**src/rtl/lfsr_pkg.sv**
```systemverilog
// Shared constants and helpers for the LFSR stream generator.
// Provides form selectors and per-width default tap masks and seeds.
package lfsr_pkg;

    // Feedback form selectors for the GALOIS parameter
    localparam int unsigned LFSR_FIB = 0;
    localparam int unsigned LFSR_GAL = 1;

    // Legal width range of the generator
    localparam int unsigned LFSR_MIN_WIDTH = 3;
    localparam int unsigned LFSR_MAX_WIDTH = 32;

    // Maximal-length Fibonacci tap masks; bit i set means state[i] feeds the XOR.
    //  8: x^8+x^6+x^5+x^4+1
    // 16: x^16+x^14+x^13+x^11+1
    // 24: x^24+x^23+x^22+x^17+1
    // 32: x^32+x^22+x^2+x^1+1
    // Other widths fall back to the two top bits, which is not maximal in general.
    function automatic logic [31:0] default_taps(input int unsigned width);
        logic [31:0] taps;
        case (width)
            8:       taps = 32'h0000_00B8;
            16:      taps = 32'h0000_B400;
            24:      taps = 32'h00E1_0000;
            32:      taps = 32'h8020_0003;
            default: taps = (32'd1 << (width - 1)) | (32'd1 << (width - 2));
        endcase
        return taps;
    endfunction

    // All-ones seed of the given width; never zero, so it is a legal start state
    function automatic logic [31:0] default_seed(input int unsigned width);
        logic [31:0] seed;
        if (width >= 32) begin
            seed = '1;
        end else begin
            seed = (32'd1 << width) - 32'd1;
        end
        return seed;
    endfunction

endpackage

```
**src/rtl/lfsr_stream_gen_if.sv**
```systemverilog
// Output stream bundle of the LFSR generator: value, valid/ready handshake
// and the period/lock-up status that travels with it.
interface lfsr_stream_gen_if #(
    parameter int unsigned WIDTH = 16
);

    logic             out_valid;
    logic             out_ready;
    logic [WIDTH-1:0] lfsr_q;
    logic             wrap;
    logic             lockup;
    logic [WIDTH-1:0] step_cnt;

    // Producer side: the generator
    modport master (
        output out_valid,
        output lfsr_q,
        output wrap,
        output lockup,
        output step_cnt,
        input  out_ready
    );

    // Consumer side
    modport slave (
        input  out_valid,
        input  lfsr_q,
        input  wrap,
        input  lockup,
        input  step_cnt,
        output out_ready
    );

endinterface

```
**src/rtl/lfsr_next.sv**
```systemverilog
// Combinational next-state function of the LFSR, Fibonacci or Galois form.
// The Galois form multiplies the state by x modulo the feedback polynomial
// whose low coefficients are TAPS shifted up by one with the constant term set.
module lfsr_next
    import lfsr_pkg::*;
#(
    parameter int unsigned      WIDTH  = 16,
    parameter logic [WIDTH-1:0] TAPS   = WIDTH'(default_taps(WIDTH)),
    parameter int unsigned      GALOIS = LFSR_FIB
) (
    input  logic [WIDTH-1:0] cur,
    output logic [WIDTH-1:0] nxt
);

    if (GALOIS == LFSR_GAL) begin : g_galois
        localparam logic [WIDTH-1:0] GPOLY = {TAPS[WIDTH-2:0], 1'b1};

        // Shift left; fold the bit leaving the top back in through the polynomial
        always_comb begin
            nxt = {cur[WIDTH-2:0], 1'b0};
            if (cur[WIDTH-1]) begin
                nxt = nxt ^ GPOLY;
            end
        end
    end else begin : g_fibonacci
        // Shift left; parity of the tapped bits enters at bit 0
        always_comb begin
            nxt = {cur[WIDTH-2:0], ^(cur & TAPS)};
        end
    end

endmodule

```
**src/rtl/lfsr_stream_gen.sv**
```systemverilog
// Parametrised LFSR pseudo-random stream source with valid/ready output,
// run-time seed load, all-zero lock-up recovery and full-period detection.
// The LED output mirrors the current state when gated on.
module lfsr_stream_gen
    import lfsr_pkg::*;
#(
    parameter int unsigned      WIDTH  = 16,
    parameter logic [WIDTH-1:0] TAPS   = WIDTH'(default_taps(WIDTH)),
    parameter logic [WIDTH-1:0] SEED   = WIDTH'(default_seed(WIDTH)),
    parameter int unsigned      GALOIS = LFSR_FIB
) (
    input  logic               clk,
    input  logic               resetn,
    input  logic               enable,
    input  logic               load,
    input  logic [WIDTH-1:0]   seed_in,
    input  logic               LEDenable,
    output logic [WIDTH-1:0]   led,
    lfsr_stream_gen_if.master  stream
);

    logic [WIDTH-1:0] state_q, state_d;
    logic [WIDTH-1:0] start_q, start_d;
    logic [WIDTH-1:0] cnt_q, cnt_d;
    logic             valid_q, valid_d;
    logic             wrap_q, wrap_d;
    logic             lockup_q, lockup_d;
    logic [WIDTH-1:0] next_state;
    logic             accept;
    logic             step;

    lfsr_next #(
        .WIDTH  (WIDTH),
        .TAPS   (TAPS),
        .GALOIS (GALOIS)
    ) u_next (
        .cur (state_q),
        .nxt (next_state)
    );

    // A new value may replace the current one only once it has been consumed
    assign accept = ~valid_q | stream.out_ready;
    assign step   = enable & accept;

    // Next-state: load beats lock-up recovery beats stepping beats holding
    always_comb begin
        state_d  = state_q;
        start_d  = start_q;
        cnt_d    = cnt_q;
        valid_d  = valid_q & ~stream.out_ready;
        wrap_d   = 1'b0;
        lockup_d = 1'b0;

        if (load) begin
            state_d = seed_in;
            start_d = seed_in;
            cnt_d   = '0;
            valid_d = 1'b1;
        end else if (state_q == '0) begin
            // All-zero is a fixed point of the XOR feedback; restart from SEED
            state_d  = SEED;
            start_d  = SEED;
            cnt_d    = '0;
            lockup_d = 1'b1;
            valid_d  = 1'b0;
        end else if (step) begin
            state_d = next_state;
            valid_d = 1'b1;
            if (next_state == start_q) begin
                wrap_d = 1'b1;
                cnt_d  = '0;
            end else begin
                cnt_d = cnt_q + WIDTH'(1);
            end
        end
    end

    // State, handshake and flag registers
    always_ff @(posedge clk or negedge resetn) begin
        if (!resetn) begin
            state_q  <= SEED;
            start_q  <= SEED;
            cnt_q    <= '0;
            valid_q  <= 1'b0;
            wrap_q   <= 1'b0;
            lockup_q <= 1'b0;
        end else begin
            state_q  <= state_d;
            start_q  <= start_d;
            cnt_q    <= cnt_d;
            valid_q  <= valid_d;
            wrap_q   <= wrap_d;
            lockup_q <= lockup_d;
        end
    end

    // LED gate is purely combinational from the visible state
    always_comb begin
        led = LEDenable ? state_q : '0;
    end

    assign stream.lfsr_q    = state_q;
    assign stream.out_valid = valid_q;
    assign stream.wrap      = wrap_q;
    assign stream.lockup    = lockup_q;
    assign stream.step_cnt  = cnt_q;

endmodule
```
**src/flat_wrapper.sv**
```systemverilog
// flat-port wrapper written by rule: the top's interface ports become plain ports
module lfsr_stream_gen_flat import lfsr_pkg::*;
#(
    parameter int unsigned      WIDTH  = 16,
    parameter logic [WIDTH-1:0] TAPS   = WIDTH'(default_taps(WIDTH)),
    parameter logic [WIDTH-1:0] SEED   = WIDTH'(default_seed(WIDTH)),
    parameter int unsigned      GALOIS = LFSR_FIB
)
  (clk, resetn, enable, load, seed_in, LEDenable, led, stream_out_valid, stream_lfsr_q, stream_wrap, stream_lockup, stream_step_cnt, stream_out_ready);
  lfsr_stream_gen_if #(.WIDTH(WIDTH)) stream_i ();
  input  logic clk;
  input  logic resetn;
  input  logic enable;
  input  logic load;
  input  logic [WIDTH-1:0] seed_in;
  input  logic LEDenable;
  output logic [WIDTH-1:0] led;
  output wire logic [$bits(stream_i.out_valid)-1:0] stream_out_valid;
  output wire logic [$bits(stream_i.lfsr_q)-1:0] stream_lfsr_q;
  output wire logic [$bits(stream_i.wrap)-1:0] stream_wrap;
  output wire logic [$bits(stream_i.lockup)-1:0] stream_lockup;
  output wire logic [$bits(stream_i.step_cnt)-1:0] stream_step_cnt;
  input wire logic [$bits(stream_i.out_ready)-1:0] stream_out_ready;
  assign stream_out_valid = stream_i.out_valid;
  assign stream_lfsr_q = stream_i.lfsr_q;
  assign stream_wrap = stream_i.wrap;
  assign stream_lockup = stream_i.lockup;
  assign stream_step_cnt = stream_i.step_cnt;
  assign stream_i.out_ready = stream_out_ready;
  lfsr_stream_gen #(.WIDTH(WIDTH), .TAPS(TAPS), .SEED(SEED), .GALOIS(GALOIS)) u_core (.clk(clk), .resetn(resetn), .enable(enable), .load(load), .seed_in(seed_in), .LEDenable(LEDenable), .led(led), .stream(stream_i));
endmodule
```
**config.mk**
```make
export PLATFORM = sky130hd
export DESIGN_NAME = lfsr_stream_gen_flat
export DESIGN_NICKNAME = d
export VERILOG_FILES = /design/src/rtl/lfsr_pkg.sv /design/src/rtl/lfsr_stream_gen_if.sv /design/src/rtl/lfsr_next.sv /design/src/rtl/lfsr_stream_gen.sv /design/src/flat_wrapper.sv
export SDC_FILE = /design/constraint.sdc
export NUM_CORES = 1
export LEC_CHECK = 0
export BUFFER_PORTS_ARGS = -buffer_cell sky130_fd_sc_hd__buf_2
export CORE_ASPECT_RATIO = 0.9
export CORE_MARGIN = 4
export CORE_UTILIZATION = 53
export CTS_CLUSTER_SIZE = 30
export DETAILED_ROUTE_END_ITERATION = 10
export PLACE_DENSITY = 0.87
export REMOVE_ABC_BUFFERS = 1
export SYNTH_ARGS = -nofsm -noshare
export SYNTH_HDL_FRONTEND = slang
export SYNTH_SLANG_ARGS = --single-unit
```
**constraint.sdc**
```tcl
create_clock -name clk -period 2.5 [get_ports clk]
set_input_delay 0.125 -clock clk [delete_from_list [all_inputs] [get_ports clk]]
set_output_delay 0.125 -clock clk [all_outputs]
set_load 0.02 [all_outputs]
```
==> results.txt, run 1 <==
----------------------------------------------------
[Outcome]
  Outcome ... finished, final reports clean

[Detailed routing]
  DR iter-0 viols ... 242
  Total detailed-routing wirelength ... 7260 um
  ANT nets after route ... 0
  Post-detailed-route DRC marker count ... 0
  1st-pass router iterations ... 4
  Detailed-route wire length per cell ... 16.1 um
  Vias post-DR ... 2566
  Routed via count divided by cell count ... 5.70

[CTS]
  Clock latency on the worst-skew pair ... 0.31 ns
  Number of buffers inserted to repair setup after CTS ... 0
  Clock slew at reported path FFs ... 0.10 ns
  CTS HTree Levels ... 2
  CTS Buffer Depth ... 2
  CTS Root Cell ... clkbuf_8
  Clock sinks ... 51
  Clock tree from TritonCTS ... built
  Post-CTS Resized ... 0
  Hold buffers post-CTS ... 1
  Number of buffers inserted during clock tree synthesis ... 5

[Die]
  Floorplan row count ... 25
  Die Span X ... 85.7 um
  Full die area ... 0.00667 mm2
  Initial standard-cell utilization of the core ... 54.8%
  Area of the core ... 0.00526 mm2
  Ports ... 73
  Die Height ... 77.9 um

[Setup path]
  Worst Setup End Kind ... flop
  Critical path's slowest cell ... dfstp_2
  Worst path cell trace ... inv_1 -> ha_1 -> xnor2_4 -> xor2_4 -> o21ai_4 -> buf_4 -> o311ai_2
  Maximum net fanout on the critical path ... 16
  Arrival time reported for the critical path endpoint ... 2.56 ns
  Worst Path Required ... 2.72 ns
  Crit Path Category ... reg2reg
  Buffer and inverter count on the worst path ... 2
  Largest delay contributor family on the critical path ... XOR/XNOR gates
  Element type at the critical path start ... flop
  Delay of the slowest cell on the worst path ... 0.58 ns

[Logic synthesis]
  Mapped Avg Cell Area ... 9.28 um2
  Prevailing post-synth register cell ... dfstp_2
  Portion of netlist area occupied by mux cells ... 0%
  Synth Instances ... 310
  Compound-Gate Fraction of Synth Area ... 18.2%
  Fraction of the mapped netlist area in adder cells ... 0.870%
  Dominant combinational cell family by area after synthesis ... simple AND/OR/NAND/NOR gates
  Ys Warns ... 0
  Asr flop ratio synth ... 100%
  Share of synthesized area occupied by flip-flops and latches ... 45.7%
  Fraction of synthesized cell area in xor and xnor cells ... 7.04%
  Library cell occupying the most area in the post-synthesis netlist ... dfstp_2
  Leading post-synthesis cells by cell area ... dfstp_2, dfrtp_1, nand2_1
  Simple logic cell fraction of the synthesized area ... 24.0%
  Share of the synthesized area in the top cell type ... 29.2%
  Post-synth EDFFs ... 0
  Flops & latches, synth ... 51
  Post-synth design cell area ... 0.00288 mm2
  Distinct cells, synth ... 43

[Place]
  Routability congestion estimate ... 0.855
  Placed wire-length estimate ... 5130 um
  Placed Cells incl. Taps ... 441
  IO buf count ... 72

[Power and ir drop]
  Portion of total power attributed to sequential cells ... 49.0%
  Net switching power ... 665 uW
  Comb pwr share ... 23.1%
  Power share of the clock group ... 28.0%
  Largest vdd supply drop ... 0.384 mV
  Cell leakage power ... 1.50 nW
  Internal power component ... 1.39 mW
  Sw frac ... 32.4%
  Power per standard cell area ... 598 mW/mm2

[Hold path]
  Hold Crit Class ... in2reg

[Timing]
  Final Hold Viols ... 0
  Shortest period the worst path allows ... 2.34 ns
  Final clock skew ... 0.0113 ns
  RSZ-0062 raised after global routing ... no
  Remaining max-slew budget at the tightest pin ... 48.6%
  Fin. max-slew vios ... 0
  Sum of negative setup slack ... 0 ns
  Total setup violations reported at the end of the flow ... 0
  Worst slew pin tran ... 0.771 ns
  Highest clock rate ... 0.427 GHz
  Post-route clock period utilization ... 93.7%

[Cells and area]
  Antenna diode count ... 0
  Net count reported at finish ... 406
  Count of placed standard cells in the final layout, fillers left out ... 450
  Growth of design area from synthesis to finish ... 19.2%
  Share of cells above drive strength 1 ... 36.3%

[Global route]
  Number of antenna violations at the first check in global routing ... 0
  Pin count of the biggest net entering global routing ... 36
  Tot GR Track Use ... 23.1%
  Via count of the first global-routing pass ... 2541
  Overflow after GRT ... 0
  Wire length of the first global-routing pass ... 12300 um

[Flow run]
  Max-cap violation count ... 0

----------------------------------------------------
## power groups by stage
stage	Combinational, mW	Sequential [mW]	Clock, mW
3_5_place_dp	0.467	1.02	0
3_3_place_gp	0.455	1.01	0
2_1_floorplan	0.265	1.04	0
6_report	0.473	1.00	0.574
5_1_grt	0.517	1.02	0.614
4_1_cts	0.475	1.00	0.581
## placed cells by master, fill, tap and decap left out, types with 2 or more instances in the layout
master / instances
a21oi_1: 17
a31oi_1: 2
and2_1: 17
buf_2: 72
buf_4: 9
clkbuf_8: 6
dfrtp_1: 19
dfstp_2: 32
ha_1: 2
inv_1: 9
nand2_1: 36
nand2b_1: 5
nand3_1: 4
nand4_1: 2
nor2_1: 32
nor2_2: 2
nor2b_1: 14
nor3_1: 8
nor4_1: 10
o2111ai_1: 4
o211ai_1: 9
o211ai_2: 8
o21ai_0: 23
o21ai_1: 2
o221ai_1: 3
o31ai_1: 2
or2_2: 2
or3_1: 2
xor2_1: 15
## cells in the mapped netlist, types with 3 or more instances
cell type	n
a21oi_1	17
and2_1	17
buf_2	9
clkbuf_1	5
dfrtp_1	19
dfstp_2	32
inv_1	9
nand2_1	36
nand2b_1	5
nand3_1	4
nor2_1	32
nor2b_1	14
nor3_1	8
nor4_1	10
o2111ai_1	4
o211ai_1	9
o211ai_2	8
o21ai_0	23
o221ai_1	3
xor2_1	15
## logic make-up after synthesis
| kind of cell | Yosys count |
|---|---|
| AO/OA/AOI/OAI | 75 |
| buffers and inverters | 26 |
| AND/OR/NAND/NOR | 138 |
| XOR/XNOR | 18 |
| flip-flops | 51 |
| adder cells (fa/ha/maj) | 2 |
## tightest hold or removal path: cells and delay by family
family / cells / cell delay, ns
and+or+nand+nor: 2 / 0.13
buffers and inverters: 1 / 0.07
## flip-flops by register name, indices dropped and copies added, names as in the netlist
signal and cells:
u_core.stream.lfsr_q 16, u_core.stream.lockup 1, u_core.stream.out_valid 1, u_core.stream.step_cnt 16
u_core.stream.wrap 1, u_core.start_q 16
## cell type report
class / instances / area [um2]
fill: 405 / 1830
clock inverter: 1 / 8.76
timing repair buffer: 82 / 438
clock buffer: 7 / 108
multi-input combinational: 233 / 1440
tap: 67 / 83.8
inverter: 9 / 33.8
sequential: 51 / 1320
## path summary, 6_finish.rpt
check | start | slack (ns) | depth (start not counted) | end
setup / recovery | u_core.stream.lfsr_q[12] | 0.16 | 7 | u_core.stream.step_cnt[7]
hold / removal | seed_in[8] | 0.06 | 3 | u_core.start_q[8]
setup reg to reg | u_core.stream.lfsr_q[12] | 0.16 | 7 | u_core.stream.step_cnt[7]
hold reg to reg | u_core.start_q[13] | 0.49 | 2 | u_core.start_q[13]
max in group asynchronous | resetn | 1.28 | 3 | u_core.start_q[0]
min in group asynchronous | resetn | 0.44 | 2 | u_core.stream.step_cnt[1]
## stage by stage
stage               util (%)  setup WS, ns  cell area, um2  total power [mW]  hold WS (ns)
floorplan                  -        0.0266            2790              1.31        -0.171
global placement        62.9         0.247            3300              1.47         0.238
detailed placement      62.9         0.194            3300              1.48         0.244
CTS                     65.3         0.145            3430              2.06        0.0554
global route            65.3        0.0291            3430              2.15        0.0629
finish                  65.3         0.157            3430              2.05        0.0551
## metal layers
| metal | wire [um] | global-route usage [%] | vias to the layer above | part of all wire (%) |
|---|---|---|---|---|
| met5 | 0 | 0 | - | 0 |
| met2 | 3550 | 36.9 | 91 | 49 |
| met3 | 424 | 5.20 | 17 | 5.8 |
| met1 | 3120 | 30.6 | 1233 | 43 |
| met4 | 162 | 8.86 | 0 | 2.2 |
| li1 | - | - | 1225 | - |
(Power assumes the default switching activity.)
==> inputs of run 2 (changes only) <==
- MAX_ROUTING_LAYER: not set -> met4
==> results.txt, run 2 (synthesis gave the netlist of run 1 again) <==
----------------------------------------------------
[Outcome]
  Outcome ... finished, final reports clean

[CTS]
  CTS HTree Levels ... 2 (unchanged)
  Clock tree from TritonCTS ... built
  Number of buffers inserted during clock tree synthesis ... 5 (unchanged)
  CTS Root Cell ... clkbuf_8
  Clock sinks ... 51 (unchanged)
  Clock slew at reported path FFs ... 0.10 ns (about the same)
  Clock latency on the worst-skew pair ... 0.31 ns (about the same)
  CTS Buffer Depth ... 2 (unchanged)

[Die]
  Floorplan row count ... 25 (unchanged)
  Area of the core ... 0.00526 mm2 (unchanged)
  Die Height ... 77.9 um (unchanged)
  Ports ... 73 (unchanged)
  Initial standard-cell utilization of the core ... 54.8% (unchanged)
  Die Span X ... 85.7 um (unchanged)
  Full die area ... 0.00667 mm2 (unchanged)

[Global route]
  Tot GR Track Use ... 23.7% (+0.58 points)
  Pin count of the biggest net entering global routing ... 36 (unchanged)
  Overflow after GRT ... 0 (unchanged)
  Via count of the first global-routing pass ... 2538 (-0.12%)
  Wire length of the first global-routing pass ... 12300 um (about the same)
  Number of antenna violations at the first check in global routing ... 0 (unchanged)

[Power and ir drop]
  Largest vdd supply drop ... 0.385 mV (+0.17%)
  Power per standard cell area ... 598 mW/mm2 (about the same)
  Overall power consumption ... 2.05 mW (about the same)
  Cell leakage power ... 1.50 nW (unchanged)

[Place]
  Placed wire-length estimate ... 5130 um (unchanged)
  Pre-CTS WS ... 0.194 ns (unchanged)
  IO buf count ... 72 (unchanged)
  Routability congestion estimate ... 0.869 (+1.6%)

[Hold path]
  Hold Crit Class ... in2reg

[Setup path]
  Element type at the critical path start ... flop
  Maximum net fanout on the critical path ... 16 (unchanged)
  Worst Path Required ... 2.71 ns (about the same)
  Crit Path Category ... reg2reg
  Arrival time reported for the critical path endpoint ... 2.57 ns (about the same)
  Worst Setup End Kind ... flop

[Detailed routing]
  Top metal layer carrying routed signals ... met4
  DR iter-0 viols ... 236 (-2.5%)
  Detailed-routed wire length on met3 ... 418 um (-1.4%)
  1st-pass router iterations ... 4 (unchanged)
  Post-route met1 wirelength ... 3180 um (+1.7%)
  Total detailed-routing wirelength ... 7270 um (+0.18%)
  Detailed-route wire length per cell ... 16.2 um (+0.18%)
  Routed via count divided by cell count ... 5.66 (-0.82%)
  Met2 wire length ... 3490 um (-1.7%)
  Vias post-DR ... 2545 (-0.82%)
  Post-detailed-route DRC marker count ... 0 (unchanged)
  ANT nets after route ... 0 (unchanged)

[Timing]
  Final Hold Viols ... 0 (unchanged)
  Total setup violations reported at the end of the flow ... 0 (unchanged)
  Highest clock rate ... 0.424 GHz (-0.56%)
  RSZ-0062 raised after global routing ... no
  Final hold slack ... 0.0567 ns (+0.00168 ns)
  Post-route clock period utilization ... 94.2% (+0.53 points)
  Remaining max-slew budget at the tightest pin ... 48.8% (+0.17 points)
  Final clock skew ... 0.00929 ns (-0.00205 ns)
  Slack of the critical path ... 0.144 ns (-0.0132 ns)
  Worst slew pin tran ... 0.768 ns (-0.00249 ns)
  Shortest period the worst path allows ... 2.36 ns (+0.0132 ns)
  Sum of negative setup slack ... 0 ns (unchanged)
  Fin. max-slew vios ... 0 (unchanged)

[Cells and area]
  Most frequent cells in the layout ... buf_2, nand2_1, nor2_1, dfstp_2, o21ai_0
  Antenna diode count ... 0 (unchanged)
  Net count reported at finish ... 406 (unchanged)
  Growth of design area from synthesis to finish ... 19.2% (unchanged)
  Leading cell type in the layout, fill and taps excluded ... buf_2
  Share of cells above drive strength 1 ... 36.3% (unchanged)

[Flow run]
  Max-cap violation count ... 0 (unchanged)

----------------------------------------------------
## run 2: cell counts in the layout (fill, tap and decap cells not counted)
No cell type changed its count.
## run 2: cell type report
cell class                      count  area (um2)
Sequential cell                    51        1320
Clock inverter                      1        8.76
Fill cell                         405        1830
Multi-Input combinational cell    233        1440
Timing Repair Buffer               82         438
Tap cell                           67        83.8
Clock buffer                        7         108
Inverter                            9        33.8
## run 2: path summary, 6_finish.rpt
path | startpoint | end | slack (ns) | cells after the start
max reg2reg | u_core.stream.lfsr_q[12] | u_core.stream.step_cnt[7] | 0.14 | 7
min in group asynchronous | resetn | u_core.stream.step_cnt[1] | 0.44 | 2
min reg2reg | u_core.start_q[13] | u_core.start_q[13] | 0.49 | 2
max | u_core.stream.lfsr_q[12] | u_core.stream.step_cnt[7] | 0.14 | 7
min | seed_in[8] | u_core.start_q[8] | 0.06 | 3
max in group asynchronous | resetn | u_core.stream.lfsr_q[13] | 1.29 | 3
## run 2: timing repair
action,CTS,global route
setup buffers,0,0
hold buffers,1,0
endpoints found under the hold margin,19,0
resized for setup,0,0
endpoints found under the setup margin,0,0
## run 2: worst max-delay path, stage by stage (launching register included)
cell      delay (ns)
dfstp_2         0.58
inv_1           0.07
ha_1            0.36
xnor2_4         0.25
xor2_4          0.43
o21ai_4         0.09
buf_4           0.22
o311ai_2        0.26
## run 2: layer usage
layer	up-vias	GRT usage, %
met2	92	36.9
met3	18	3.93
met5	-	-
li1	1225	-
met1	1210	30.6
met4	0	10.3
## run 2: report_power, final
group	internal [mW]	switching (mW)	total, mW
clock network	0.289	0.284	0.574
registers	0.926	0.0787	1.00
logic	0.171	0.304	0.474
total	1.39	0.667	2.05
## run 2: metrics by stage
stage,std cells,cell area [um2],util (%)
global placement,441,3300,62.9
floorplan,293,2790,-
detailed placement,441,3300,62.9
CTS,450,3430,65.3
global route,450,3430,65.3
finish,450,3430,65.3
==> inputs of run 3 (changes only) <==
- CORE_UTILIZATION: 53 -> 48
- PLACE_DENSITY: 0.87 -> 0.83
- clock period: 2.5 -> 2.15 ns (I/O delays scaled with it)
==> results.txt, run 3 (synthesis gave the netlist of run 1 again) <==
----------------------------------------------------
[Outcome]
  Outcome ... finished, final reports clean

[Cells and area]
  Antenna diode count ... 0 (unchanged)
  Post-route core utilization ... 60.8% (-4.4 points)
  Area of all placed cells without fillers ... 0.00350 mm2 (+2.2%)
  Most frequent cells in the layout ... buf_2, nand2_1, nor2_1, dfstp_2, o21ai_0
  Net count reported at finish ... 413 (+1.7%)
  Share of cells above drive strength 1 ... 37.9% (+1.7 points)
  Growth of design area from synthesis to finish ... 21.7%
  FF/Latch Area ... 0.00132 mm2 (unchanged)
  Area of the multi-input gates ... 0.00146 mm2 (+0.96%)
  Leading cell type in the layout, fill and taps excluded ... buf_2
  Filler Cells Inserted ... 476 (+18%)
  Count of placed standard cells in the final layout, fillers left out ... 460 (+2.2%)

[Setup path]
  Worst Path Required ... 2.32 ns (-0.39 ns)
  Arrival time reported for the critical path endpoint ... 2.26 ns (-0.31 ns)
  Maximum net fanout on the critical path ... 15 (-1)
  R2R Setup Slk ... 0.06 ns (-0.08 ns)
  Worst Setup End Kind ... flop
  Crit Path Category ... reg2reg
  Element type at the critical path start ... flop

[Global route]
  Via count of the first global-routing pass ... 2526 (-0.47%)
  Overflow after GRT ... 0 (unchanged)
  Number of antenna violations at the first check in global routing ... 0 (unchanged)
  Tot GR Track Use ... 21.2% (-2.5 points)
  Wire length of the first global-routing pass ... 11800 um (-4.5%)
  Pin count of the biggest net entering global routing ... 52 (+44%)

[Timing]
  Final clock skew ... 0.00320 ns (-0.00609 ns)
  Final Hold Viols ... 0 (unchanged)
  Total setup violations reported at the end of the flow ... 0 (unchanged)
  Shortest period the worst path allows ... 2.09 ns (-0.265 ns)
  Post-route clock period utilization ... 97.2% (+3.0 points)
  Remaining max-slew budget at the tightest pin ... 56.9% (+8.1 points)
  RSZ-0062 raised after global routing ... no
  Highest clock rate ... 0.478 GHz (+13%)
  Fin. max-slew vios ... 0 (unchanged)
  Worst slew pin tran ... 0.646 ns (-0.122 ns)

[Die]
  Ports ... 73 (unchanged)
  Initial standard-cell utilization of the core ... 50.0% (-4.8 points)
  Full die area ... 0.00730 mm2 (+9.4%)
  Die Span X ... 89.6 um (+4.6%)
  Area of the core ... 0.00576 mm2 (+9.6%)
  Floorplan row count ... 26 (+4.0%)
  Die Height ... 81.5 um (+4.6%)

[Detailed routing]
  ANT nets after route ... 0 (unchanged)
  Post-detailed-route DRC marker count ... 0 (unchanged)
  DR iter-0 viols ... 200 (-15%)
  Routed via count divided by cell count ... 5.58 (-1.3%)
  Total detailed-routing wirelength ... 7170 um (-1.5%)
  1st-pass router iterations ... 5 (+1)
  Vias post-DR ... 2567 (+0.86%)
  Detailed-route wire length per cell ... 15.6 um (-3.6%)

[CTS]
  Clock tree from TritonCTS ... built
  Clock slew at reported path FFs ... 0.09 ns (about the same)
  CTS HTree Levels ... 2 (unchanged)
  CTS Buffer Depth ... 2 (unchanged)
  CTS Root Cell ... clkbuf_8
  Number of buffers inserted during clock tree synthesis ... 5 (unchanged)
  Clock sinks ... 51 (unchanged)
  Clock latency on the worst-skew pair ... 0.30 ns (about the same)

[Place]
  Cell Area, Placed ... 0.00337 mm2 (+2.1%)
  Placed wire-length estimate ... 5180 um (+1.0%)
  Placed Cells incl. Taps ... 451 (+2.3%)
  IO buf count ... 72 (unchanged)
  Routability congestion estimate ... 0.824 (-5.1%)

[Power and ir drop]
  Cell leakage power ... 1.54 nW (+2.3%)
  Power per standard cell area ... 688 mW/mm2 (+15%)
  Largest vdd supply drop ... 0.371 mV (-3.5%)

[Hold path]
  Hold Crit Class ... in2reg

[Flow run]
  Max-cap violation count ... 0 (unchanged)

----------------------------------------------------
## run 3: final cells by class
class	instances	area share, %
clock buffer	5	1.96
inverter	9	0.964
multi-input combinational	233	41.5
sequential	51	37.6
clock inverter	3	1.11
tap	70	2.50
timing repair buffer	89	14.4
## run 3: per-layer routing
metal / up-vias / GRT usage (%) / wire, um
met3: 8 / 2.71 / 435
met1: 1230 / 29.1 / 3200
li1: 1239 / - / -
met5: - / - / 0
met2: 90 / 31.8 / 3420
met4: 0 / 8.78 / 112
## run 3: repair_timing
item,4_1_cts,5_1_grt
hold endpoints to repair,19,0
resized for setup,0,3
setup buffers,0,0
setup endpoints to repair,0,6
hold buffers,1,0
## run 3: critical path, cell delays in order, from the launching register on
cell and delay (ns):
dfstp_2 0.59, inv_1 0.05, ha_1 0.34, xnor2_4 0.19, xor2_4 0.17, buf_4 0.20
nor4_1 0.42
## run 3: where the power goes
part | leakage [nW] | switching (mW) | internal, mW
logic | 0.884 | 0.361 | 0.224
clock network | 0.0556 | 0.319 | 0.341
registers | 0.597 | 0.0868 | 1.08
## run 3: per-stage QoR
stage / TNS [ns] / hold WS [ns] / setup WS, ns / power (mW)
after global placement: 0 / 0.247 / 0.151 / 1.74
after CTS: 0 / 0.0492 / 0.0617 / 2.42
after floorplan: -6.48 / -0.188 / -0.323 / 1.52
after detailed placement: 0 / 0.262 / 0.0733 / 1.76
final: 0 / 0.0507 / 0.0595 / 2.41
after global routing: 0 / 0.0539 / 0.00490 / 2.53
## run 3: worst paths after layout
path / endpoint / start / depth (start not counted)
max: u_core.stream.wrap / u_core.stream.lfsr_q[13] / 6
min: u_core.start_q[6] / seed_in[6] / 3
max reg2reg: u_core.stream.wrap / u_core.stream.lfsr_q[13] / 6
min reg2reg: u_core.start_q[13] / u_core.start_q[13] / 2
max in group asynchronous: u_core.stream.lockup / resetn / 3
min in group asynchronous: u_core.stream.step_cnt[0] / resetn / 3
